--- config.mk ---
export PLATFORM = sky130hd
export DESIGN_NAME = serial_regfile_seq
export DESIGN_NICKNAME = d
export VERILOG_FILES = /design/src/rtl/rv_pkg.sv /design/src/rtl/serial_reg_word.sv /design/src/rtl/serial_regfile_seq.sv
export SDC_FILE = /design/constraint.sdc
export NUM_CORES = 2
export LEC_CHECK = 0
export ABC_AREA = 1
export CAP_MARGIN = 0
export CORE_MARGIN = 2
export CORE_UTILIZATION = 30
export CTS_CLUSTER_DIAMETER = 40
export DETAILED_ROUTE_END_ITERATION = 10
export GPL_TIMING_DRIVEN = 1
export HOLD_SLACK_MARGIN = 0.08
export SLEW_MARGIN = 30
export SYNTH_ARGS = -nofsm -noshare
export SYNTH_HDL_FRONTEND = slang
export SYNTH_SLANG_ARGS = --single-unit
--- constraint.sdc ---
create_clock -name clk -period 30.1 [get_ports clk]
set_input_delay 6.02 -clock clk [delete_from_list [all_inputs] [get_ports clk]]
set_output_delay 6.02 -clock clk [all_outputs]
set_load 0.05 [all_outputs]
--- src/rtl/rv_pkg.sv ---
// Shared definitions for the bit-serial register file.
//   rf_op_t    : request opcode encoding (matches the req_op port bits)
//   rf_state_t : sequencer states
//   op_reads / op_writes : decode helpers for the opcode
package rv_pkg;

  typedef enum logic [1:0] {
    OP_NOP   = 2'b00,
    OP_READ  = 2'b01,
    OP_WRITE = 2'b10,
    OP_RW    = 2'b11
  } rf_op_t;

  typedef enum logic [1:0] {
    S_IDLE  = 2'd0,
    S_SHIFT = 2'd1,
    S_DONE  = 2'd2
  } rf_state_t;

  function automatic logic op_reads(rf_op_t op);
    return (op == OP_READ) || (op == OP_RW);
  endfunction

  function automatic logic op_writes(rf_op_t op);
    return (op == OP_WRITE) || (op == OP_RW);
  endfunction

endpackage

--- src/rtl/serial_reg_word.sv ---
// One rotating XLEN-bit storage word.
//   clk, rst  : clock / async active-high reset (clears the word)
//   shift_en  : rotate left by DIGIT_W this cycle
//   wr_en     : replace the digit rotated into the LSB with din
//   din       : DIGIT_W write digit
//   dout      : current top (MSB) digit, i.e. the digit about to rotate out
module serial_reg_word #(
  parameter int XLEN    = 32,
  parameter int DIGIT_W = 2
) (
  input  logic               clk,
  input  logic               rst,
  input  logic               shift_en,
  input  logic               wr_en,
  input  logic [DIGIT_W-1:0] din,
  output logic [DIGIT_W-1:0] dout
);

  logic [XLEN-1:0] q;

  always_ff @(posedge clk or posedge rst) begin
    if (rst)
      q <= '0;
    else if (shift_en)
      q <= {q[XLEN-DIGIT_W-1:0], (wr_en ? din : q[XLEN-1 -: DIGIT_W])};
  end

  assign dout = q[XLEN-1 -: DIGIT_W];

endmodule

--- src/rtl/serial_regfile_seq.sv ---
// Bit-serial register file with built-in shift sequencer.
// One accepted request rotates every word a full turn (N = XLEN/DIGIT_W
// cycles); reads collect the selected words MSB digit first, writes merge
// the latched wr_data into the rd word MSB digit first.
//   clk, rst           : clock / async active-high reset
//   req_valid/req_ready: request handshake (ready only while idle)
//   req_op             : NOP / READ / WRITE / RW
//   rs1_sel, rs2_sel   : read selects
//   rd_sel, wr_data    : write select and data
//   rs1_data, rs2_data : read results, valid from done until next accept
//   done               : one-cycle completion pulse
module serial_regfile_seq
  import rv_pkg::*;
#(
  parameter int XLEN    = 32,
  parameter int NREGS   = 16,
  parameter int DIGIT_W = 2,
  parameter int ZERO_R0 = 1,
  localparam int SEL_W  = (NREGS > 1) ? $clog2(NREGS) : 1
) (
  input  logic             clk,
  input  logic             rst,
  input  logic             req_valid,
  output logic             req_ready,
  input  logic [1:0]       req_op,
  input  logic [SEL_W-1:0] rs1_sel,
  input  logic [SEL_W-1:0] rs2_sel,
  input  logic [SEL_W-1:0] rd_sel,
  input  logic [XLEN-1:0]  wr_data,
  output logic [XLEN-1:0]  rs1_data,
  output logic [XLEN-1:0]  rs2_data,
  output logic             done
);

  localparam int N     = XLEN / DIGIT_W;
  localparam int CNT_W = (N > 1) ? $clog2(N) : 1;

  rf_state_t        state, state_nx;
  logic [CNT_W-1:0] cnt;
  rf_op_t           op_q;
  logic [SEL_W-1:0] rs1_q, rs2_q, rd_q;
  logic [XLEN-1:0]  wd_q;

  logic accept, shifting, last;
  logic [NREGS-1:0][DIGIT_W-1:0] dig;
  logic [DIGIT_W-1:0] rs1_dig, rs2_dig;

  assign req_ready = (state == S_IDLE);
  assign done      = (state == S_DONE);
  assign accept    = req_valid && req_ready;
  assign shifting  = (state == S_SHIFT);
  assign last      = (cnt == CNT_W'(N - 1));

  // A select reads as zero when it is out of range or is the hardwired r0.
  function automatic logic readable(logic [SEL_W-1:0] sel);
    return (32'(sel) < NREGS) && !((ZERO_R0 != 0) && (sel == '0));
  endfunction

  // Digits are sampled from the top of each word before this cycle's
  // rotation, so an RW to the same register returns the old value.
  assign rs1_dig = readable(rs1_q) ? dig[rs1_q] : '0;
  assign rs2_dig = readable(rs2_q) ? dig[rs2_q] : '0;

  for (genvar i = 0; i < NREGS; i++) begin : g_reg
    localparam bit HARD_ZERO = (ZERO_R0 != 0) && (i == 0);
    logic wr_en;
    assign wr_en = shifting && op_writes(op_q) && !HARD_ZERO &&
                   (rd_q == SEL_W'(i));
    serial_reg_word #(.XLEN(XLEN), .DIGIT_W(DIGIT_W)) u_word (
      .clk      (clk),
      .rst      (rst),
      .shift_en (shifting),
      .wr_en    (wr_en),
      .din      (wd_q[XLEN-1 -: DIGIT_W]),
      .dout     (dig[i])
    );
  end

  always_comb begin
    state_nx = state;
    case (state)
      S_IDLE:  if (accept) state_nx = (rf_op_t'(req_op) == OP_NOP) ? S_DONE : S_SHIFT;
      S_SHIFT: if (last)   state_nx = S_DONE;
      S_DONE:  state_nx = S_IDLE;
      default: state_nx = S_IDLE;
    endcase
  end

  always_ff @(posedge clk or posedge rst) begin
    if (rst) begin
      state    <= S_IDLE;
      cnt      <= '0;
      op_q     <= OP_NOP;
      rs1_q    <= '0;
      rs2_q    <= '0;
      rd_q     <= '0;
      wd_q     <= '0;
      rs1_data <= '0;
      rs2_data <= '0;
    end else begin
      state <= state_nx;
      if (accept) begin
        op_q  <= rf_op_t'(req_op);
        rs1_q <= rs1_sel;
        rs2_q <= rs2_sel;
        rd_q  <= rd_sel;
        wd_q  <= wr_data;
        cnt   <= '0;
        if (op_reads(rf_op_t'(req_op))) begin
          rs1_data <= '0;
          rs2_data <= '0;
        end
      end else if (shifting) begin
        cnt  <= last ? '0 : cnt + 1'b1;
        wd_q <= wd_q << DIGIT_W;
        if (op_reads(op_q)) begin
          rs1_data <= {rs1_data[XLEN-DIGIT_W-1:0], rs1_dig};
          rs2_data <= {rs2_data[XLEN-DIGIT_W-1:0], rs2_dig};
        end
      end
    end
  end

endmodule
# Word level (Yosys, flattened, before mapping)
# Cells that the tools add are included.
totals:
  regBits: 628
  latchBits: 0
  ramBits: 0
  mem_bits_ro: 0
  inputBits: 49
  out_inout_bits: 66
  mem_count: 0
classes:
  addsub: 1
  multipliers: 0
  div: 0
  magnitude_cmp: 2
  n_eq_ne: 26
  shifts: 0
  n_mux: 37
  bitwise_logic: 0
  n_reduce_logical: 28
op_table:
  columns: ["operator", "count"]
  rows:
  - ["$mux 32", 9]
  - ["$mux 2", 22]
  - ["$eq 4x4->1 const B", 9]
  - ["$logic_and 1x1->1", 17]
  - ["$bmux 2 s4", 2]
  - ["$eq 4x3->1 const B", 4]
  - ["$mux 4", 3]
  - ["$lt 4x5->1 const B", 2]
  - ["$eq 2x2->1 const B", 4]
  - ["$eq 4x2->1 const B", 2]
  - ["$logic_not 4->1", 2]
  - ["$eq 2x1->1 const B", 3]
  - ["$ne 2x1->1 const B", 3]
  - ["$add 4x1->4 const B", 1]
  - ["$eq 4x1->1 const B", 1]
  - ["$logic_not 2->1", 2]
  - ["$pmux 2 s2", 1]
  - ["$reduce_bool 2->1", 2]
  - ["$logic_or 1x1->1", 3]
  - ["$reduce_and 3->1", 1]
  - ["$reduce_and 2->1", 1]

# Logic depth before layout (Yosys ltp)
depth:
  word_depth: 6
  ltp_mapped: 11
  mapped_depth_nobuf: 10

# Cells and area by module
# A second synthesis with hierarchy kept.
unflattened:
  cells_unflattened: 3045
  hier_area_um2: 26271.4
modules_own_cells:
  columns: ["mod", "n_inst", "cells_each", "area_per_inst_um2", "seq_area_each_um2"]
  rows:
  - ["serial_reg_word", 16, 144, 1290.0, 800.8]
  - ["serial_regfile_seq", 1, 741, 5631.7, 2902.8]

# Worst setup path before layout
# No wires, ideal clock.
synth_path:
  kind: "register to output"
  startpoint: "register state[0]"
  endpoint: "output port done"
  t_arrival_ns: 1.084
  t_required_ns: 24.080
  slack_ns: 22.996
  stages_incl_launch_ff: 2
  path_buffers: 0
  cell_sequence: "dfrtp_1 > nor2_1"
synth_between:
  elab_chain_len: 1
synth_lines:
  columns: ["element", "line_no", "source"]
  rows:
  - ["from (decl)", "serial_regfile_seq.sv:38", "rf_state_t state, state_nx;"]
  - ["from (signal assigned)", "serial_regfile_seq.sv:101", "state <= state_nx;"]
  - ["$eq 2x2->1", "serial_regfile_seq.sv:49", "assign done = (state == S_DONE);"]
  - ["to (decl)", "serial_regfile_seq.sv:32", "output logic done"]
# Every way passes these cells.

==> run summary <==
The maximum number of pins on one net before global-route repair is 259. The highest attainable clock frequency came out at 117 MHz. The buffer type at the clock tree root is sky130_fd_sc_hd__clkbuf_16. For the worst-skew pair, the clock arrives at the later sink with an insertion delay of 620 ps. For this run, global-route usage on met1 was measured as between 10% and 20%. The starting utilization of the core area came out at 30.4%.

The mean cell area of the mapped netlist is around 9.4 µm². The instance count after placement with tap cells included is 3660. The number of nets handed over by synthesis was 2672. The global-route track usage on met3 is between 1.5 and 2%. The net switching power figure is 1150 µW.

The smallest hold slack is 464 ps. The share of final-layout standard cells stronger than drive strength 1 came out at under 10%. The number of synthesized register bits came out at 628.

The number of warnings reported in the yosys synthesis log came out at 0. By instance count, the cell type seen most on the critical path is sky130_fd_sc_hd__buf_6. The clock passes through at most 3 buffers.

The post-detailed-routing wire length came out at around 50000 µm. The gate count of the mapped netlist is 2622. The remaining design rule violation count is 0.

The number of distinct library cells after synthesis is 24. The die is just under 300 µm wide. By area the synthesized netlist is led by sky130_fd_sc_hd__dfrtp_1, sky130_fd_sc_hd__o21ai_0, sky130_fd_sc_hd__nand2_1, sky130_fd_sc_hd__inv_1, sky130_fd_sc_hd__o22ai_1.

For this design, the slowest cell found on the critical path is sky130_fd_sc_hd__buf_4. The overall die area came out at ~84000 µm². The internal portion of the total power is 1940 µW.

The count of max-cap constraint violations came out at 0. In this run the post-CTS setup repair buffer count came out at 0. The largest stage delay on the critical path is approximately 730 ps. The most common cell in the synthesized netlist is sky130_fd_sc_hd__nand2_1. Clock skew on the completed layout was measured at between 15 and 20 ps. STA classifies the critical path startpoint as a primary input. The run finished with clean final reports. In this run the remaining antenna-violating nets after routing total 0. Summing over every cut layer, the via total after detailed routing is 16800.

After detailed routing, the average wire length per cell comes to 13.0 µm. The netlist area before placement is 24600 µm². The most used flip-flop cell after synthesis is sky130_fd_sc_hd__dfrtp_1. The post-CTS resize count came out at 0.

After clock tree synthesis, the clock-pin slew on the worst setup and hold paths is roughly 60 ps. The net switching fraction of the power is 37.3%. The clock period could shrink to 8580 ps. The final-report max-slew violation count is 0. The total setup violations reported at the end of the flow came out at 0. The aggregate negative setup slack came out at 0 ps. The final count of hold timing violations came out at 0. The signal on the critical path passes through clkdlybuf4s50_1 -> inv_8 -> buf_6 -> buf_6 -> buf_4. The combined flip-flop and latch cell area came out at 15700 µm². The critical path is of the primary input to asynchronous set/reset pin type.

Global routing consumed, over all layers together, about an eighth of the routing resources. The sum of net half-perimeters after detailed placement came out at 29100 µm. In this run the core area contains 104 standard-cell rows.

The count of TritonRoute iterations in the first routing pass came out at 5. In this run the standard cell core region covers 80800 µm². The number of flops mapped to enable cells by yosys came out at 0. The TritonCTS clock tree is yes. The DRC marker count from the first detailed-route iteration is 1368.

Counting flops with an async set or reset pin after synthesis yields a share of 100%. The I/O pin total came out at 115. The area share of the largest cell type after synthesis is 64.0%. The met2 track demand over resource came out at 18.5%. The number of antenna violations at the first check in global routing came out at 1.

Combinational logic burns 28.4% of the power. The clock network power share came out at 33.1%. The post-route clock period utilization is 28.5%.

The final instance count without filler cells is 3820. Setup repair after global routing left no endpoint under its margin. The TritonCTS buffer count came out at 85. The leakage power total is roughly 0.013 µW.

Global routing finished with a remaining overflow of 0. The path class of the lowest-slack min-delay path is flip-flop to flip-flop. In this design, the largest share of critical-path delay is due to buffers and inverters. The cell area after placement came out at 26400 µm².

For this design the ratio of total power to cell area is 105 nW/µm². The required time at the endpoint of the critical path is 30740 ps. Sequential cells account for 38.5% of the total power. Headroom to the max-slew limit came out at about 40%. The share of the Yosys chip area taken by registers is 64.0%. The via-per-instance ratio came out at between 4 and 5. The worst setup path is captured at an asynchronous set/reset pin. Input and output buffers added on the ports amount to 114.

The peak fanout along the critical path came out at 109. The CTS sink count is 628. The last weighted congestion value of the routability-driven placer came out at around 0.79. In the final design database the tool counted roughly 2700 nets. The wire length of the first global-routing pass came out at 85100 µm.

The maximum VDD drop is 0.0799 mV. For the pin with the worst max-slew slack, the measured transition is roughly 900 ps. The count of hold buffers inserted by post-cts repair is 0. In the final layout, the multi-input gates occupy 6630 µm². The layout filler cell count came out at 8029.

The arrival time reported for the critical path endpoint is approximately 9000 ps. The area of all placed cells without fillers is around 29000 µm². The repair_antennas step left the layout with diodes totalling 0. The largest total area in the synthesized netlist belongs to sky130_fd_sc_hd__dfrtp_1. The floorplan step set the die height to 290 µm.

The number of global-route vias before repair is 16400. The layout overhead on the synthesized area came out at 19.7%. The number of levels in the clock H-tree came out at 3. The layer flagged by global routing as most heavily used is met2.

By count the netlist is led by sky130_fd_sc_hd__nand2_1, sky130_fd_sc_hd__dfrtp_1, sky130_fd_sc_hd__o21ai_0, sky130_fd_sc_hd__inv_1, sky130_fd_sc_hd__nand3_1. The buffers plus inverters on the worst setup path came out at 5.
[kinds of logic (layout without fill, tap and decap cells)]
kind of cell               Yosys count  count (layout)  share of synthesized area [%]
and+or+nand+nor                    810             810                           12.8
xor gates and xnor gates             1               1                         0.0357
adders and majority gates            1               1                         0.0509
AOI/OAI and AO/OA                  648             648                           14.0
buffers and inverters              534             672                           9.11
DFF                                628             628                           64.0
[layer usage]
layer	vias up	share of wire, %
met5	-	0
met3	91	3.5
met4	0	2.6
met1	8055	48
li1	8436	-
met2	253	45
[stage by stage]
stage | util, % | setup slack [ps] | total power, µW
6_report | 36.4 | 21520 | 3090
5_1_grt | 36.4 | 20980 | 3290
4_1_cts | 36.3 | 20850 | 3120
3_5_place_dp | 32.7 | 20200 | 2080
3_3_place_gp | 32.7 | 20180 | 2070
2_1_floorplan | - | 6490 | 1870
[worst register-to-register path: cells and delay by family (launching register included)]
| kind | cells | cell delay [ps] |
|---|---|---|
| compound gates | 1 | 90 |
| flops | 1 | 380 |
| buf+inv | 4 | 1310 |
| simple gates | 4 | 1190 |
[cell usage in the layout, fill, tap and decap left out, types with 3 or more instances in the layout]
master                            count
sky130_fd_sc_hd__a21oi_1             17
sky130_fd_sc_hd__nor2_1              41
sky130_fd_sc_hd__o221ai_1            30
sky130_fd_sc_hd__bufinv_16           10
sky130_fd_sc_hd__inv_8                8
sky130_fd_sc_hd__dfrtp_1            628
sky130_fd_sc_hd__clkinvlp_4           8
sky130_fd_sc_hd__clkinv_2            14
sky130_fd_sc_hd__nand2_1            702
sky130_fd_sc_hd__clkbuf_16           85
sky130_fd_sc_hd__clkbuf_8             4
sky130_fd_sc_hd__o22ai_2              3
sky130_fd_sc_hd__nand3_1             59
sky130_fd_sc_hd__buf_12               3
sky130_fd_sc_hd__buf_4                6
sky130_fd_sc_hd__inv_1              378
sky130_fd_sc_hd__clkbuf_1             5
sky130_fd_sc_hd__clkinv_4            12
sky130_fd_sc_hd__o21ai_1              6
sky130_fd_sc_hd__o21ai_0            540
sky130_fd_sc_hd__a31oi_1              3
sky130_fd_sc_hd__inv_6               14
sky130_fd_sc_hd__o22ai_1             49
sky130_fd_sc_hd__buf_6                4
sky130_fd_sc_hd__clkdlybuf4s50_1    114
[state kept, by name (all words and copies together) (netlist names)]
name	count
cnt	4
g.u_word.q	512
op_q	2
rd_q	4
rs1_data	32
rs1_q	4
rs2_data	32
rs2_q	4
state	2
wd_q	32
[path summary, 6_finish.rpt]
kind	to	from	cells after the start	slack, ps
max	rs1_data[14]	rst	5	21520
min	g_reg[5].u_word.q[25]	g_reg[5].u_word.q[23]	2	460
max reg2reg	rs1_data[31]	state[1]	9	26980
min reg2reg	g_reg[5].u_word.q[25]	g_reg[5].u_word.q[23]	2	460
max in group clk	rs1_data[31]	req_valid	8	21850
min in group asynchronous	g_reg[11].u_word.q[16]	rst	2	5970
[power groups by stage]
stage / clock network, µW / logic (µW) / registers [µW]
final: 1020 / 877 / 1190
after global routing: 1090 / 990 / 1220
after CTS: 1050 / 884 / 1190
after detailed placement: 0 / 880 / 1200
after global placement: 0 / 869 / 1200
after floorplan: 0 / 567 / 1300
[cell type report]
class	instances	area share (%)
multi-input combinational	1460	22.5
inverter	385	4.97
timing repair buffer	129	4.58
clock buffer	94	7.48
tap	1060	4.51
clock inverter	64	2.51
sequential	628	53.4
Power figures use the tool's default switching activity.
